===== src/rtl/arch_pkg.sv =====
// ---------------------------------------------------------------------------
// arch_pkg
// Shared definitions for the 32-bit datapath: default widths, ALU opcode
// encodings, the zero-register index and the packed control-bit bundle
// carried down the pipeline.
// ---------------------------------------------------------------------------
package arch_pkg;

   localparam int DEF_XLEN = 32;
   localparam int DEF_RW   = 5;

   // ALU opcodes presented on SEL
   localparam logic [2:0] ALU_ADD   = 3'd0;
   localparam logic [2:0] ALU_SUB   = 3'd1;
   localparam logic [2:0] ALU_AND   = 3'd2;
   localparam logic [2:0] ALU_OR    = 3'd3;
   localparam logic [2:0] ALU_SLT   = 3'd4;
   localparam logic [2:0] ALU_MUL   = 3'd5;
   localparam logic [2:0] ALU_DIV   = 3'd6;
   localparam logic [2:0] ALU_PASSB = 3'd7;

   // Architectural zero register: never a forwarding or hazard target
   localparam int REG_ZERO = 0;

   typedef struct packed {
      logic reg_write;
      logic mem_read;
      logic mem_write;
      logic mem_to_reg;
   } ctrl_t;

   localparam ctrl_t CTRL_NOP = '0;

endpackage


===== src/rtl/fwd_mux.sv =====
// ---------------------------------------------------------------------------
// fwd_mux
// Operand forwarding for one source register. Picks the youngest in-flight
// producer of idx_i (EX/MEM before MEM/WB); falls back to the value read
// from the register file at decode.
//   idx_i        : source register index held in ID/EX
//   reg_data_i   : register-file data held in ID/EX
//   exmem_*_i    : EX/MEM producer (write enable, destination, result)
//   memwb_*_i    : MEM/WB producer (write enable, destination, result)
//   data_o       : forwarded operand
// ---------------------------------------------------------------------------
module fwd_mux
   import arch_pkg::*;
#(
   parameter int XLEN = DEF_XLEN,
   parameter int RW   = DEF_RW
) (
   input  logic [RW-1:0]   idx_i,
   input  logic [XLEN-1:0] reg_data_i,
   input  logic            exmem_reg_write_i,
   input  logic [RW-1:0]   exmem_rd_i,
   input  logic [XLEN-1:0] exmem_result_i,
   input  logic            memwb_reg_write_i,
   input  logic [RW-1:0]   memwb_rd_i,
   input  logic [XLEN-1:0] memwb_result_i,
   output logic [XLEN-1:0] data_o
);

   logic idx_nz;
   logic exmem_hit;
   logic memwb_hit;

   // r0 reads as zero architecturally, so a write "to r0" must not leak
   assign idx_nz    = (idx_i != RW'(REG_ZERO));
   assign exmem_hit = exmem_reg_write_i & (exmem_rd_i == idx_i) & idx_nz;
   assign memwb_hit = memwb_reg_write_i & (memwb_rd_i == idx_i) & idx_nz;

   always_comb begin
      data_o = reg_data_i;
      if (exmem_hit)      data_o = exmem_result_i;
      else if (memwb_hit) data_o = memwb_result_i;
   end

endmodule


===== src/rtl/id_ex_reg.sv =====
// ---------------------------------------------------------------------------
// id_ex_reg
// Decode-to-execute pipeline register. Captures the decoded instruction,
// forwards its operands onto A/B for the ALU, detects load-use hazards and
// inserts bubbles on load-use or flush; stall holds the contents.
//   clk, rst          : clock, asynchronous active-high reset
//   stall, flush      : hold contents / load a bubble (flush wins)
//   in_*              : decoded instruction from the ID stage
//   exmem_*, memwb_*  : forwarding sources
//   A, B, SEL         : ALU operands and opcode
//   ex_*              : registered instruction fields for later stages
//   load_use          : upstream stages must hold this cycle
// ---------------------------------------------------------------------------
module id_ex_reg
   import arch_pkg::*;
#(
   parameter int XLEN = DEF_XLEN,
   parameter int RW   = DEF_RW
) (
   input  logic            clk,
   input  logic            rst,
   input  logic            stall,
   input  logic            flush,
   input  logic            in_valid,
   input  logic [RW-1:0]   in_rs,
   input  logic [RW-1:0]   in_rt,
   input  logic [RW-1:0]   in_rd,
   input  logic [XLEN-1:0] in_rs_data,
   input  logic [XLEN-1:0] in_rt_data,
   input  logic [XLEN-1:0] in_imm,
   input  logic [2:0]      in_sel,
   input  logic            in_alu_src,
   input  logic            in_reg_write,
   input  logic            in_mem_read,
   input  logic            in_mem_write,
   input  logic            in_mem_to_reg,
   input  logic            exmem_reg_write,
   input  logic [RW-1:0]   exmem_rd,
   input  logic [XLEN-1:0] exmem_result,
   input  logic            memwb_reg_write,
   input  logic [RW-1:0]   memwb_rd,
   input  logic [XLEN-1:0] memwb_result,
   output logic [XLEN-1:0] A,
   output logic [XLEN-1:0] B,
   output logic [2:0]      SEL,
   output logic            ex_valid,
   output logic [RW-1:0]   ex_rd,
   output logic [XLEN-1:0] ex_store_data,
   output logic            ex_reg_write,
   output logic            ex_mem_read,
   output logic            ex_mem_write,
   output logic            ex_mem_to_reg,
   output logic            load_use
);

   // ------------------------------------------------------------------
   // Stage registers
   // ------------------------------------------------------------------
   logic            valid_q,   valid_d;
   logic [RW-1:0]   rs_q,      rs_d;
   logic [RW-1:0]   rt_q,      rt_d;
   logic [RW-1:0]   rd_q,      rd_d;
   logic [XLEN-1:0] rs_data_q, rs_data_d;
   logic [XLEN-1:0] rt_data_q, rt_data_d;
   logic [XLEN-1:0] imm_q,     imm_d;
   logic [2:0]      sel_q,     sel_d;
   logic            alu_src_q, alu_src_d;
   ctrl_t           ctrl_q,    ctrl_d;

   ctrl_t           in_ctrl;
   logic [XLEN-1:0] rs_fwd;
   logic [XLEN-1:0] rt_fwd;

   assign in_ctrl = '{reg_write:  in_reg_write,
                      mem_read:   in_mem_read,
                      mem_write:  in_mem_write,
                      mem_to_reg: in_mem_to_reg};

   // ------------------------------------------------------------------
   // Load-use hazard: the load in EX cannot forward its data in time to
   // the instruction in decode. Deliberately unmasked by stall/flush so
   // the upstream hold stays asserted while we are stalled.
   // ------------------------------------------------------------------
   assign load_use = valid_q & ctrl_q.mem_read & (rd_q != RW'(REG_ZERO)) &
                     in_valid & ((in_rs == rd_q) | (in_rt == rd_q));

   // ------------------------------------------------------------------
   // Next state: flush > stall > load_use bubble > load
   // ------------------------------------------------------------------
   always_comb begin
      valid_d   = valid_q;
      rs_d      = rs_q;
      rt_d      = rt_q;
      rd_d      = rd_q;
      rs_data_d = rs_data_q;
      rt_data_d = rt_data_q;
      imm_d     = imm_q;
      sel_d     = sel_q;
      alu_src_d = alu_src_q;
      ctrl_d    = ctrl_q;

      if (flush || (!stall && load_use)) begin
         // bubble: all-zero fields, so no register or memory side effects
         valid_d   = 1'b0;
         rs_d      = '0;
         rt_d      = '0;
         rd_d      = '0;
         rs_data_d = '0;
         rt_data_d = '0;
         imm_d     = '0;
         sel_d     = ALU_ADD;
         alu_src_d = 1'b0;
         ctrl_d    = CTRL_NOP;
      end else if (!stall) begin
         valid_d   = in_valid;
         rs_d      = in_rs;
         rt_d      = in_rt;
         rd_d      = in_rd;
         rs_data_d = in_rs_data;
         rt_data_d = in_rt_data;
         imm_d     = in_imm;
         sel_d     = in_sel;
         alu_src_d = in_alu_src;
         ctrl_d    = in_ctrl;
      end
   end

   always_ff @(posedge clk or posedge rst) begin
      if (rst) begin
         valid_q   <= 1'b0;
         rs_q      <= '0;
         rt_q      <= '0;
         rd_q      <= '0;
         rs_data_q <= '0;
         rt_data_q <= '0;
         imm_q     <= '0;
         sel_q     <= ALU_ADD;
         alu_src_q <= 1'b0;
         ctrl_q    <= CTRL_NOP;
      end else begin
         valid_q   <= valid_d;
         rs_q      <= rs_d;
         rt_q      <= rt_d;
         rd_q      <= rd_d;
         rs_data_q <= rs_data_d;
         rt_data_q <= rt_data_d;
         imm_q     <= imm_d;
         sel_q     <= sel_d;
         alu_src_q <= alu_src_d;
         ctrl_q    <= ctrl_d;
      end
   end

   // ------------------------------------------------------------------
   // Operand forwarding (combinational from the registered indices)
   // ------------------------------------------------------------------
   fwd_mux #(.XLEN(XLEN), .RW(RW)) u_fwd_rs (
      .idx_i             (rs_q),
      .reg_data_i        (rs_data_q),
      .exmem_reg_write_i (exmem_reg_write),
      .exmem_rd_i        (exmem_rd),
      .exmem_result_i    (exmem_result),
      .memwb_reg_write_i (memwb_reg_write),
      .memwb_rd_i        (memwb_rd),
      .memwb_result_i    (memwb_result),
      .data_o            (rs_fwd)
   );

   fwd_mux #(.XLEN(XLEN), .RW(RW)) u_fwd_rt (
      .idx_i             (rt_q),
      .reg_data_i        (rt_data_q),
      .exmem_reg_write_i (exmem_reg_write),
      .exmem_rd_i        (exmem_rd),
      .exmem_result_i    (exmem_result),
      .memwb_reg_write_i (memwb_reg_write),
      .memwb_rd_i        (memwb_rd),
      .memwb_result_i    (memwb_result),
      .data_o            (rt_fwd)
   );

   // ------------------------------------------------------------------
   // Outputs
   // ------------------------------------------------------------------
   assign A             = rs_fwd;
   assign B             = alu_src_q ? imm_q : rt_fwd;
   // stores always need the rt value, even when B carries the immediate
   assign ex_store_data = rt_fwd;
   assign SEL           = sel_q;
   assign ex_valid      = valid_q;
   assign ex_rd         = rd_q;
   assign ex_reg_write  = ctrl_q.reg_write;
   assign ex_mem_read   = ctrl_q.mem_read;
   assign ex_mem_write  = ctrl_q.mem_write;
   assign ex_mem_to_reg = ctrl_q.mem_to_reg;

endmodule


===== config.mk =====
export PLATFORM = sky130hd
export DESIGN_NAME = id_ex_reg
export DESIGN_NICKNAME = d
export VERILOG_FILES = /design/src/rtl/arch_pkg.sv /design/src/rtl/fwd_mux.sv /design/src/rtl/id_ex_reg.sv
export SDC_FILE = /design/constraint.sdc
export NUM_CORES = 1
export LEC_CHECK = 0
export CORE_MARGIN = 5
export CORE_UTILIZATION = 40
export CTS_CLUSTER_DIAMETER = 150
export DETAILED_ROUTE_END_ITERATION = 16
export DONT_BUFFER_PORTS = 1
export GPL_ROUTABILITY_DRIVEN = 0
export PLACE_DENSITY_LB_ADDON = 0.25
export SETUP_SLACK_MARGIN = 0.02
export SLEW_MARGIN = 30
export SYNTH_ARGS = -nofsm -noshare
export SYNTH_HDL_FRONTEND = slang
export SYNTH_HIERARCHICAL = 1
export SYNTH_SLANG_ARGS = --single-unit

===== constraint.sdc =====
create_clock -name clk -period 4.45 [get_ports clk]
set_input_delay 0.445 -clock clk [delete_from_list [all_inputs] [get_ports clk]]
set_output_delay 0.445 -clock clk [all_outputs]
set_load 0.005 [all_outputs]

==> flow_metrics.py <==
metrics = {
    "die": {
        "die_w_um": 157,
        "dieArea_um2": 24600,
        "initial_core_util_pct": 40.9,
        "core_area_um2": 21100,
        "rows": 53,
        "dieHeight_um": 157,
        "ios": 310,
    },
    "clock_network": {
        "root_buffer": "clkbuf_16",
        "ctsHoldBuffers": 0,
        "cts_setup_buffers": 0,
        "htreeDepth": 4,
        "tritoncts.num_buffers": 17,
        "clk-insertion-delay-late_ns": 0.42,
        "clk_pin_slew_worst_paths_ns": 0.06,
        "clock_sinks": 120,
        "cts_resized": 0,
        "cts_tree": "done",
        "cts_buffer_depth": 2,
    },
    "global_routing": {
        "grt_pass1_wl_um": 50800,
        "grt_pass1_vias": 7923,
        "gr-usage-all-layers_pct": 26.6,
        "antenna_found_initial": 0,
        "grt_max_degree": 175,
        "grt-ovfl-total": 0,
    },
    "logic_synthesis": {
        "postSynthAreaPerCell_um2": 7.91,
        "synth-main-ff-cell": "dfrtp_1",
        "synthArstFlopShare_pct": 100,
        "yosysWarnings": 6,
        "synth-compound-area-share_pct": 25.2,
        "synth_edf_count": 0,
        "synth_seq_area_share_pct": 34.9,
        "synth_top_family_by_area": "compound AO/OA/AOI/OAI gates",
        "synthMuxAreaShare_pct": 4.18,
        "synthAdderAreaFrac_pct": 0,
        "synth_nets": 1289,
        "synth_xor_area_share_pct": 3.05,
        "synth.distinct_cells": 32,
        "synth_seq_cells": 120,
        "synth-simple-area-share_pct": 22.1,
        "synth_area_um2": 8610,
        "synthesis.instances": 1089,
    },
    "pwr": {
        "ir_worst_vdd_uv": 192,
        "power.total_mw": 3.44,
        "pwr_density_cell_nw_per_um2": 370,
        "power.leakage_nw": 3.48,
    },
    "worst_setup_path": {
        "worstPathCellList": "xnor2_1 > nand4_2 > buf_12 > or3_2 > a31oi_1 > mux2_2",
        "path_depth": 6,
        "cpLargestDelayFamily": "simple AND/OR/NAND/NOR gates",
        "cp_slowest_stage_delay_ns": 0.62,
        "crit_end": "B[1]",
        "r2r-start": "ex_rd[3]",
        "worstPathRequired_ns": 4.01,
        "crit_type": "reg2out",
        "cp_slowest_cell": "nand4_2",
        "timing.rr.end": "rs_data_q[28]",
        "rrSetupSlack_ns": 1.79,
        "start_kind": "flop",
        "worst_setup_path_end_kind": "output port",
        "worstSetupStartpoint": "rt_q[0]",
        "critPathMaxFanout": 38,
        "cp.arrival_ns": 3.29,
        "r2r_cells": 5,
        "cp_num_buf_inv": 1,
    },
    "cells_and_area": {
        "layout.nets": 1220,
        "final_cells": 1308,
        "reg_top3": "imm_q: 32 flops, rs_data_q: 32 flops, rt_data_q: 32 flops",
        "layout_common_cells": "179 x nand2_1, 120 x dfrtp_1, 75 x inv_1, 75 x nor3_1, 69 x nand3_1",
        "final_common_cell": "nand2_1",
        "seqCellArea_um2": 3000,
        "drive_above_1_share_pct": 11.7,
        "antenna_cells": 0,
        "fin_util_pct": 44.0,
        "syn_to_final_growth_pct": 7.79,
        "multi_input_area_um2": 4730,
        "fillers": 2159,
    },
    "placed_design": {
        "dp_slack_ns": 1.16,
        "dp.cells": 1276,
        "dp.final_hpwl_um": 22600,
        "numPortBuffers": 0,
    },
    "sta": {
        "hold_ws_ns": -0.0154,
        "relSlewSlack_pct": 41.6,
        "finalMaxSlewViolations": 0,
        "worstMarginPinSlew_ns": 0.877,
        "setup_violations": 0,
        "grt_setup_unrepaired": "false",
        "hold_viol_final": 3,
        "tns_ns": 0,
        "final.period_utilization_pct": 83.9,
        "period_needed_ns": 3.73,
        "fin_skew_ns": 0.0107,
        "fmax_mhz": 268,
        "setup_ws_ns": 0.717,
    },
    "routing": {
        "route.detailed.drc": 0,
        "via_per_inst": 6.44,
        "antenna_left": 0,
        "wl_per_cell_um": 25.8,
        "first_iter_violations": 1078,
        "dr.pass1.iters": 6,
        "vias": 8426,
        "wirelength_um": 33800,
    },
    "run_status": {
        "violations": "negative hold slack",
        "status": "complete, but fails checks",
    },
    "flow_run": {
        "maxCapViolCount": 0,
    },
    "hold_path": {
        "hp-class": "in2async",
    },
}
==> worst register-to-register path, cell delays in order, from the launching register on <==
cell       delay (ns)
dfrtp_1          0.47
or4_1            0.62
o2111ai_4        0.73
buf_4            0.45
a32oi_1          0.17
o21ai_0          0.12
==> area by class of cell <==
type / count / area share, %
Multi-Input combinational cell: 769 / 51.0
Sequential cell: 120 / 32.3
Clock buffer: 19 / 4.77
Tap cell: 275 / 3.71
Timing Repair Buffer: 36 / 3.45
Inverter: 76 / 3.15
Clock inverter: 13 / 1.59
==> per-stage QoR <==
stage	instance area [um2]	hold WS, ns
after floorplan	8610	0.454
after global placement	8690	0.472
after detailed placement	8690	0.482
after CTS	9280	0.110
after global routing	9290	0.0229
final	9290	-0.0154
==> synthesized netlist by cell type (all sizes together), types with 10 or more instances <==
library cell | number | area [um2]
nand2 | 179 | 672
o221ai | 67 | 587
dfrtp | 120 | 3000
o21ai | 106 | 531
clkbuf | 79 | 304
o41ai | 11 | 96.3
or3 | 64 | 410
nand3 | 69 | 345
nor3 | 75 | 375
xnor2 | 30 | 263
a32oi | 42 | 368
mux2 | 32 | 360
inv | 76 | 285
a31oi | 64 | 400
buf | 45 | 328
a22oi | 10 | 75.1
==> power breakdown <==
part / leakage [nW] / internal [mW] / switching (mW) / total (mW)
clock network: 0.276 / 0.844 / 0.557 / 1.40
registers: 1.53 / 1.20 / 0.0958 / 1.30
logic: 1.68 / 0.274 / 0.463 / 0.737
total: 3.48 / 2.32 / 1.12 / 3.44
==> cells by family (layout without fill, tap and decap cells) <==
kind of cell | after synthesis | in the layout
compound gates | 307 | 307
buf+inv | 200 | 144
simple gates | 400 | 400
mux | 32 | 32
xor+xnor | 30 | 30
flops | 120 | 120
==> worst min-delay path by stage <==
stage | from | endpoint | slack [ns]
finish | rst | imm_q[4] | -0.02
global route | rst | imm_q[4] | 0.02
CTS | flush | ex_valid | 0.11
detailed placement | rs_data_q[21] | rs_data_q[21] | 0.48
global placement | imm_q[10] | imm_q[10] | 0.47
floorplan | rs_data_q[18] | rs_data_q[18] | 0.45
==> routing by layer <==
layer | global-route usage [%] | routed length (um)
met1 | 36.1 | 13800
met2 | 40.1 | 15400
met3 | 9.40 | 3880
met4 | 7.73 | 760
met5 | 0 | 0
(Power assumes the default switching activity.)
